===== src/rtl/psr_pkg.sv =====
// Shared definitions for the processor status register stage: flag bit
// positions, condition-code encodings and the opcode nibbles that the ALU
// decoder uses as well.
package psr_pkg;

    localparam int FLAG_W = 5;

    // Flag bit positions inside the PSR
    localparam int C_BIT = 0;
    localparam int L_BIT = 1;
    localparam int F_BIT = 2;
    localparam int Z_BIT = 3;
    localparam int N_BIT = 4;

    // Condition-code encodings (Bcond/Jcond/Scond field)
    localparam logic [3:0] CC_EQ = 4'b0000;
    localparam logic [3:0] CC_NE = 4'b0001;
    localparam logic [3:0] CC_CS = 4'b0010;
    localparam logic [3:0] CC_CC = 4'b0011;
    localparam logic [3:0] CC_HI = 4'b0100;
    localparam logic [3:0] CC_LS = 4'b0101;
    localparam logic [3:0] CC_GT = 4'b0110;
    localparam logic [3:0] CC_LE = 4'b0111;
    localparam logic [3:0] CC_FS = 4'b1000;
    localparam logic [3:0] CC_FC = 4'b1001;
    localparam logic [3:0] CC_LO = 4'b1010;
    localparam logic [3:0] CC_HS = 4'b1011;
    localparam logic [3:0] CC_LT = 4'b1100;
    localparam logic [3:0] CC_GE = 4'b1101;
    localparam logic [3:0] CC_UC = 4'b1110;
    localparam logic [3:0] CC_NV = 4'b1111;

    // High nibble of the operation control word (opcode class)
    localparam logic [3:0] OP_RTYPE = 4'b0000;
    localparam logic [3:0] OP_ADDI  = 4'b0101;
    localparam logic [3:0] OP_ADDUI = 4'b0110;
    localparam logic [3:0] OP_SUBI  = 4'b1001;
    localparam logic [3:0] OP_CMPI  = 4'b1011;

    // Low nibble of the operation control word for RTYPE instructions
    localparam logic [3:0] FN_ADD  = 4'b0101;
    localparam logic [3:0] FN_ADDU = 4'b0110;
    localparam logic [3:0] FN_ADDC = 4'b0111;
    localparam logic [3:0] FN_SUB  = 4'b1001;
    localparam logic [3:0] FN_SUBC = 4'b1010;
    localparam logic [3:0] FN_CMP  = 4'b1011;

    // Write masks for the three flag-owning instruction groups
    localparam logic [FLAG_W-1:0] MASK_NONE = 5'b00000;
    localparam logic [FLAG_W-1:0] MASK_C    = 5'b00001;
    localparam logic [FLAG_W-1:0] MASK_CF   = 5'b00101;
    localparam logic [FLAG_W-1:0] MASK_LZN  = 5'b11010;

    // Which flags an instruction architecturally owns
    function automatic logic [FLAG_W-1:0] flag_mask(input logic [3:0] op_hi,
                                                    input logic [3:0] op_lo);
        logic [FLAG_W-1:0] m;
        m = MASK_NONE;
        if (op_hi == OP_RTYPE) begin
            case (op_lo)
                FN_ADDU, FN_ADDC, FN_SUBC: m = MASK_C;
                FN_ADD, FN_SUB:            m = MASK_CF;
                FN_CMP:                    m = MASK_LZN;
                default:                   m = MASK_NONE;
            endcase
        end else begin
            case (op_hi)
                OP_ADDUI:         m = MASK_C;
                OP_ADDI, OP_SUBI: m = MASK_CF;
                OP_CMPI:          m = MASK_LZN;
                default:          m = MASK_NONE;
            endcase
        end
        return m;
    endfunction

endpackage


===== src/rtl/psr_cond_eval.sv =====
// Combinational condition-code evaluator: flags + 4-bit code -> taken.
module psr_cond_eval
    import psr_pkg::*;
(
    input  logic [FLAG_W-1:0] flags,
    input  logic [3:0]        code,
    output logic              taken
);

    logic c, l, f, z, n;

    assign c = flags[C_BIT];
    assign l = flags[L_BIT];
    assign f = flags[F_BIT];
    assign z = flags[Z_BIT];
    assign n = flags[N_BIT];

    // Decode the condition field against the selected flag set
    always_comb begin
        taken = 1'b0;
        case (code)
            CC_EQ: taken = z;
            CC_NE: taken = !z;
            CC_CS: taken = c;
            CC_CC: taken = !c;
            CC_HI: taken = l;
            CC_LS: taken = !l;
            CC_GT: taken = n;
            CC_LE: taken = !n;
            CC_FS: taken = f;
            CC_FC: taken = !f;
            CC_LO: taken = !l && !z;
            CC_HS: taken = l || z;
            CC_LT: taken = !n && !z;
            CC_GE: taken = n || z;
            CC_UC: taken = 1'b1;
            CC_NV: taken = 1'b0;
            default: taken = 1'b0;
        endcase
    end

endmodule


===== src/rtl/psr_flag_unit.sv =====
// Processor status register stage after the ALU. Captures ALU flags under
// a per-instruction write mask, keeps a one-deep shadow copy for interrupt
// entry/return and evaluates branch condition codes with a registered result.
module psr_flag_unit
    import psr_pkg::*;
#(
    parameter int CTL_LEN = 8,
    parameter int BYPASS  = 1
) (
    input  logic               clk,
    input  logic               rst_n,
    input  logic               flag_en,
    input  logic [CTL_LEN-1:0] op_ctl,
    input  logic               carry_in,
    input  logic               low_in,
    input  logic               overflow_in,
    input  logic               zero_in,
    input  logic               negative_in,
    input  logic               cond_valid,
    input  logic [3:0]         cond_code,
    input  logic               psr_save,
    input  logic               psr_restore,
    output logic [FLAG_W-1:0]  psr,
    output logic               carry_fb,
    output logic               cond_done,
    output logic               cond_taken,
    output logic [FLAG_W-1:0]  shadow_psr
);

    logic [FLAG_W-1:0] psr_q, psr_d;
    logic [FLAG_W-1:0] shadow_q, shadow_d;
    logic              done_q, done_d;
    logic              taken_q, taken_d;

    logic [FLAG_W-1:0] flags_in;
    logic [FLAG_W-1:0] wr_mask;
    logic [FLAG_W-1:0] eval_flags;
    logic              taken_c;

    assign flags_in = {negative_in, zero_in, overflow_in, low_in, carry_in};

    // Only flags owned by the current instruction class may be written
    always_comb begin
        wr_mask = MASK_NONE;
        if (flag_en) begin
            wr_mask = flag_mask(op_ctl[7:4], op_ctl[3:0]);
        end
    end

    // Next PSR: restore wins over a flag write; shadow samples the old PSR,
    // so save+restore in one cycle swaps the two registers
    always_comb begin
        psr_d = (psr_q & ~wr_mask) | (flags_in & wr_mask);
        if (psr_restore) begin
            psr_d = shadow_q;
        end
        shadow_d = psr_save ? psr_q : shadow_q;
    end

    // Forwarding choice: evaluate against this cycle's update or the stored PSR
    assign eval_flags = (BYPASS != 0) ? psr_d : psr_q;

    psr_cond_eval u_cond_eval (
        .flags (eval_flags),
        .code  (cond_code),
        .taken (taken_c)
    );

    // Result register holds until the next evaluation request
    always_comb begin
        done_d  = cond_valid;
        taken_d = cond_valid ? taken_c : taken_q;
    end

    // State registers; reset drops any in-flight evaluation request
    always_ff @(posedge clk or negedge rst_n) begin
        if (!rst_n) begin
            psr_q    <= '0;
            shadow_q <= '0;
            done_q   <= 1'b0;
            taken_q  <= 1'b0;
        end else begin
            psr_q    <= psr_d;
            shadow_q <= shadow_d;
            done_q   <= done_d;
            taken_q  <= taken_d;
        end
    end

    assign psr        = psr_q;
    assign carry_fb   = psr_q[C_BIT];
    assign shadow_psr = shadow_q;
    assign cond_done  = done_q;
    assign cond_taken = taken_q;

endmodule

===== config.mk =====
export PLATFORM = sky130hd
export DESIGN_NAME = psr_flag_unit
export DESIGN_NICKNAME = d
export VERILOG_FILES = /design/src/rtl/psr_pkg.sv /design/src/rtl/psr_cond_eval.sv /design/src/rtl/psr_flag_unit.sv
export SDC_FILE = /design/constraint.sdc
export NUM_CORES = 1
export LEC_CHECK = 0
export CORE_MARGIN = 5
export CORE_UTILIZATION = 47
export CTS_CLUSTER_SIZE = 8
export DETAILED_ROUTE_END_ITERATION = 10
export PLACE_DENSITY = 0.85
export SLEW_MARGIN = 10
export SYNTH_ARGS = -nofsm -noshare
export SYNTH_HDL_FRONTEND = slang
export SYNTH_SLANG_ARGS = --single-unit

===== constraint.sdc =====
create_clock -name clk -period 4.4 [get_ports clk]
set_clock_uncertainty 0.05 [all_clocks]
set_input_delay 0.88 -clock clk [delete_from_list [all_inputs] [get_ports clk]]
set_output_delay 0.88 -clock clk [all_outputs]
set_load 0.005 [all_outputs]

; ---- Word level (Yosys, flattened, before mapping)
; Cells that the tools add are included.
[word_totals]
reg_bits = 12
latchBits = 0
ramBits = 0
rom_bits = 0
in_bits = 23
out_inout_bits = 13
word_cells = 53
n_memories = 0
[classes]
add_sub_neg = 0
n_mul = 0
n_div = 0
n_lt_le_gt_ge = 0
eq_ne = 25
n_shift = 0
n_mux = 6
bitwise = 4
n_reduce_logical = 14
[ops]
columns = operator, n
row1 = $eq A4 B4 Y1 const B, 13
row2 = $eq A4 B3 Y1 const B, 9
row3 = $pmux W5 S3, 2
row4 = $pmux W1 S16, 1
row5 = $mux W5, 3
row6 = $and A5 B5 Y5, 2
row7 = $eq A4 B2 Y1 const B, 2
row8 = $logic_not A4 Y1, 2
row9 = $logic_not A1 Y1, 5
row10 = $not A5 Y5, 1
row11 = $or A5 B5 Y5, 1
row12 = $eq A4 B1 Y1 const B, 1
row13 = $reduce_or A2 Y1, 2
row14 = $reduce_or A3 Y1, 1
row15 = $logic_and A1 B1 Y1, 2
row16 = $logic_or A1 B1 Y1, 2

; ---- Longest topological paths before layout
[depth]
ltp_word = 12
mapped_depth = 9
depth_no_buf = 8

; ---- Modules after synthesis
; A second synthesis with hierarchy kept.
[hier_totals]
hier_cells = 79
area_unflattened_um2 = 807.0
[by_module_without_submodules]
columns = module, instances, cells_each, area_each_um2, seq_area_each_um2
row1 = psr_flag_unit, 1, 56, 623.1, 300.3
row2 = psr_cond_eval, 1, 23, 183.9, 0.0

; ---- Worst setup path after synthesis
; No wires, ideal clock.
[synth_timing]
path_type = input -> register
startpoint = input port op_ctl[5]
endpoint = register taken_q (netlist: cond_taken)
setup_time_ps = 131
arrival_time_ps = 2517
t_required_ps = 4219
path_slack_ps = 1701
stages = 7
path_buffers = 0
cell_sequence = or3_4 or4_4 a21oi_2 a311oi_2 xor2_1 a211oi_1 a31oi_1
[synth_via]
elab_chain_len = 12
word_cells_on_any_way = 24
cone_classes = eq/ne: 4 / mux: 5 / bitwise: 4 / reduce/logical: 11
[synth_lines]
columns = item, line_no
row1 = from (decl), psr_flag_unit.sv:13  ; input logic [CTL_LEN-1:0] op_ctl,
row2 = $eq A4 B3 Y1 / $eq A4 B4 Y1 (equally long branches), psr_pkg.sv:67  ; case (op_hi)
row3 = $reduce_or A2 Y1, psr_pkg.sv:67
row4 = $pmux W5 S3, psr_pkg.sv:67
row5 = $mux W5 (*), psr_pkg.sv:59  ; if (op_hi == OP_RTYPE) begin
row6 = $mux W5 (*), psr_flag_unit.sv:45  ; if (flag_en) begin
row7 = $not A5 Y5, psr_flag_unit.sv:53  ; psr_d = (psr_q & ~wr_mask) | (flags_in & wr_mask);
row8 = $and A5 B5 Y5, psr_flag_unit.sv:53
row9 = $or A5 B5 Y5 (*), psr_flag_unit.sv:53
row10 = $mux W5 (*), psr_flag_unit.sv:54  ; if (psr_restore) begin
row11 = "$logic_not A1 Y1, on equally long branches", n/a
row12 = "$logic_and A1 B1 Y1, on equally long branches", "psr_cond_eval.sv:34, psr_cond_eval.sv:32"
row13 = $pmux W1 S16 (*), psr_cond_eval.sv:21  ; case (code)
row14 = to (signal assigned), psr_flag_unit.sv:86  ; taken_q <= taken_d;
row15 = to (decl), psr_flag_unit.sv:33  ; logic taken_q, taken_d;
; Every way passes the cells marked *; elsewhere a longest branch is shown, timed or not.
; A chain may end at the register's enable or synchronous reset.

; ---- Final worst setup path
[layout_timing]
startpoint = input port psr_restore
endpoint = register taken_q (netlist: cond_taken)
[layout_via]
elab_chain_len = 4
word_cells_on_any_way = 11
cone_classes = mux: 2 / reduce/logical: 9
[layout_lines]
columns = item, line_no
row1 = from (decl), psr_flag_unit.sv:22  ; input logic psr_restore,
row2 = $mux W5 (*), psr_flag_unit.sv:54
row3 = "$logic_not A1 Y1, on equally long branches", n/a
row4 = "$logic_and A1 B1 Y1, on equally long branches", "psr_cond_eval.sv:34, psr_cond_eval.sv:32"
row5 = $pmux W1 S16 (*), psr_cond_eval.sv:21
; Marks and branches as above.

==> results.sh <==
export IMPL_status="finished, final reports clean"
export IMPL_layout_common_cells="clkdlybuf4s50_1, dfrtp_1, nor2_1, a21oi_1"
export IMPL_gp_congestion=0.901
export IMPL_die_x_um=55.0
export IMPL_grt_usage=0.183
export IMPL_fin_crit_ns=3.04
export IMPL_synth_edff_count=0
export IMPL_dr_pass1_iters=4
export IMPL_synth_top_cell_by_area="dfrtp_1"
export IMPL_period_share=0.692
export IMPL_drc=0
export IMPL_vias=939
export IMPL_required_ns=4.55
export IMPL_cts_sinks=12
export IMPL_power_frac_comb=0.430
export IMPL_fillers=168
export IMPL_wl_per_cell_um=15.0
export IMPL_yosysWarnings=0
export IMPL_initial_utilization=0.491
export IMPL_max_freq_mhz=329
export IMPL_synth_seq_area_share=0.315
export IMPL_ir_worst_vdd_mv=0.202
export IMPL_cts_resized=0
export IMPL_p_leak_nw=0.527
export IMPL_avgViaCountPerCell=5.66
export IMPL_grt_pass1_vias=974
export IMPL_power_internal_uw=300
export IMPL_clockPowerShare=0.204
export IMPL_final_nets=163
export IMPL_overflow=0
export IMPL_setup_ws_ns=1.36
export IMPL_drtIter0Drc=10
export IMPL_ys_ff_latch=12
export IMPL_rows=16
export IMPL_grt_pass1_wl_mm=3.95
export IMPL_place_hpwl_mm=2.05
export IMPL_async_flop_share=1.00
export IMPL_htreeDepth=1
export IMPL_p_switching_uw=134
export IMPL_slew_headroom=0.615
export IMPL_path_clk_slew_ns=0.08
export IMPL_synth_top_cell_area_share=0.315
export IMPL_syn_inst=103
export IMPL_area_delta_synth_final_pct=41.3
export IMPL_cap_violations=0
export IMPL_setup_viol=0
export IMPL_cp_arrival_ns=3.20
export IMPL_clk_latency_ns=0.28
export IMPL_drive_gt1_frac=0.158
export IMPL_ioPinCount=36
export IMPL_hold_viol=0
export IMPL_critPathKind="in -> reg"
export IMPL_drt_wl_total_mm=2.49
export IMPL_antenna_found_initial=0
export IMPL_antenna_left=0
export IMPL_cts_setup_buffers=0
export IMPL_io_buffers=35
export IMPL_synthTopCellsByArea="dfrtp_1, mux2_2, nor2_1"
export IMPL_clock_path_buffers=2
export IMPL_syn_nets=126
export IMPL_p_per_area_nw_per_um2=322
export IMPL_die_area_um2=3030
export IMPL_synth_cell_type_count=45
export IMPL_path_max_fanout=16
export IMPL_syn_area_per_cell_um2=9.26
export IMPL_hp_class="reg -> reg"
export IMPL_chipHeight_um=55.0
export IMPL_startpoint_type="input pin"
export IMPL_final_common_cell="clkdlybuf4s50_1"
export IMPL_cts_root_buf="clkbuf_4"
export IMPL_grt_max_degree=17
export IMPL_insertedDiodeCount=0
export IMPL_swShare=0.308
export IMPL_pwr_share_seq=0.366
export IMPL_crit_path_end_kind="register"
export IMPL_cts_tree="done"
export IMPL_syn_area_um2=953
export IMPL_timing_setup_tns_ns=0
export IMPL_worst_slew_pin_slew_ns=0.576
export IMPL_dp_worst_setup_slack_ns=1.04
export IMPL_rsz0062_at_grt="false"
export IMPL_numCtsBuffers=3
export IMPL_maxSlewViolCount=0
export IMPL_holdBufCountCts=0
export IMPL_placeableCoreArea_um2=1940
export IMPL_synth_main_ff_cell="dfrtp_1"
metrics by stage:
stage	total power, mW	std cells	util	instance area, um2	hold slack, ns
6_report	0.434	166	0.694	1350	0.500
5_1_grt	0.464	166	0.694	1350	0.515
4_1_cts	0.439	166	0.694	1350	0.512
3_5_place_dp	0.349	162	0.675	1310	0.492
3_3_place_gp	0.342	162	0.675	1310	0.465
2_1_floorplan	0.244	103	-	953	0.469
flip-flops by register name, indices dropped and copies added, names as in the netlist:
register / count
psr: 5
shadow_psr: 5
cond_done: 1
cond_taken: 1
cell families after synthesis:
| group | Yosys count | share of synthesized area |
|---|---|---|
| simple gates | 43 | 0.285 |
| compound gates | 30 | 0.245 |
| xor+xnor | 3 | 0.0276 |
| mux | 7 | 0.0800 |
| buf+inv | 8 | 0.0472 |
| flops | 12 | 0.315 |
power groups by stage:
stage	logic (mW)	registers [mW]	clock network, mW
after floorplan	0.0849	0.159	0
after global placement	0.183	0.159	0
after detailed placement	0.187	0.162	0
after CTS	0.188	0.160	0.0907
after global routing	0.204	0.162	0.0979
final	0.187	0.159	0.0884
critical path: stages:
cell	delay (ns)
clkdlybuf4s50_1	0.70
or3_1	0.48
o211ai_1	0.36
or2b_2	0.34
o21ai_0	0.20
a211oi_1	0.07
a31oi_1	0.16
layer usage:
metal | GRT usage | vias to the layer above | part of all wire
met5 | 0 | - | 0
met4 | 0.0850 | 0 | 0.0084
met3 | 0.0295 | 4 | 0.044
met2 | 0.319 | 22 | 0.52
met1 | 0.219 | 452 | 0.42
li1 | - | 461 | -
synthesized netlist by cell type (2+ instances only):
library cell / n
or2b_2: 2
xor2_1: 2
nor2b_1: 4
nand2b_1: 2
o22ai_1: 2
nor2_1: 10
or3_1: 2
a31o_2: 2
nand2_1: 3
o211ai_1: 5
buf_4: 2
mux2i_1: 2
o21ai_0: 2
nand3_1: 3
a32oi_1: 2
dfrtp_1: 12
mux2_2: 5
and3b_1: 2
a21oi_1: 7
inv_1: 5
nand3b_1: 2
a21boi_0: 2
final cells by class:
| type | instances | area, um2 | area share |
|---|---|---|---|
| well taps | 27 | 33.8 | 0.0251 |
| inverters | 5 | 18.8 | 0.0139 |
| clock buffers | 4 | 36.3 | 0.0269 |
| repair buffers | 35 | 350 | 0.260 |
| flip-flops and latches | 12 | 300 | 0.223 |
| multi-input cells | 83 | 608 | 0.451 |
path summary, 6_finish.rpt:
check                           depth (start not counted)             to  slack [ns]           from
worst max-delay path                                    7     cond_taken        1.36    psr_restore
worst min-delay path                                    1  shadow_psr[1]        0.50  shadow_psr[1]
worst max register to register                          7     cond_taken        2.59         psr[3]
worst min register to register                          1  shadow_psr[1]        0.50  shadow_psr[1]
max in group asynchronous                               1  shadow_psr[2]        3.06          rst_n
min in group asynchronous                               1      cond_done        0.89          rst_n
Note: power is estimated with default switching activity, not from simulation.
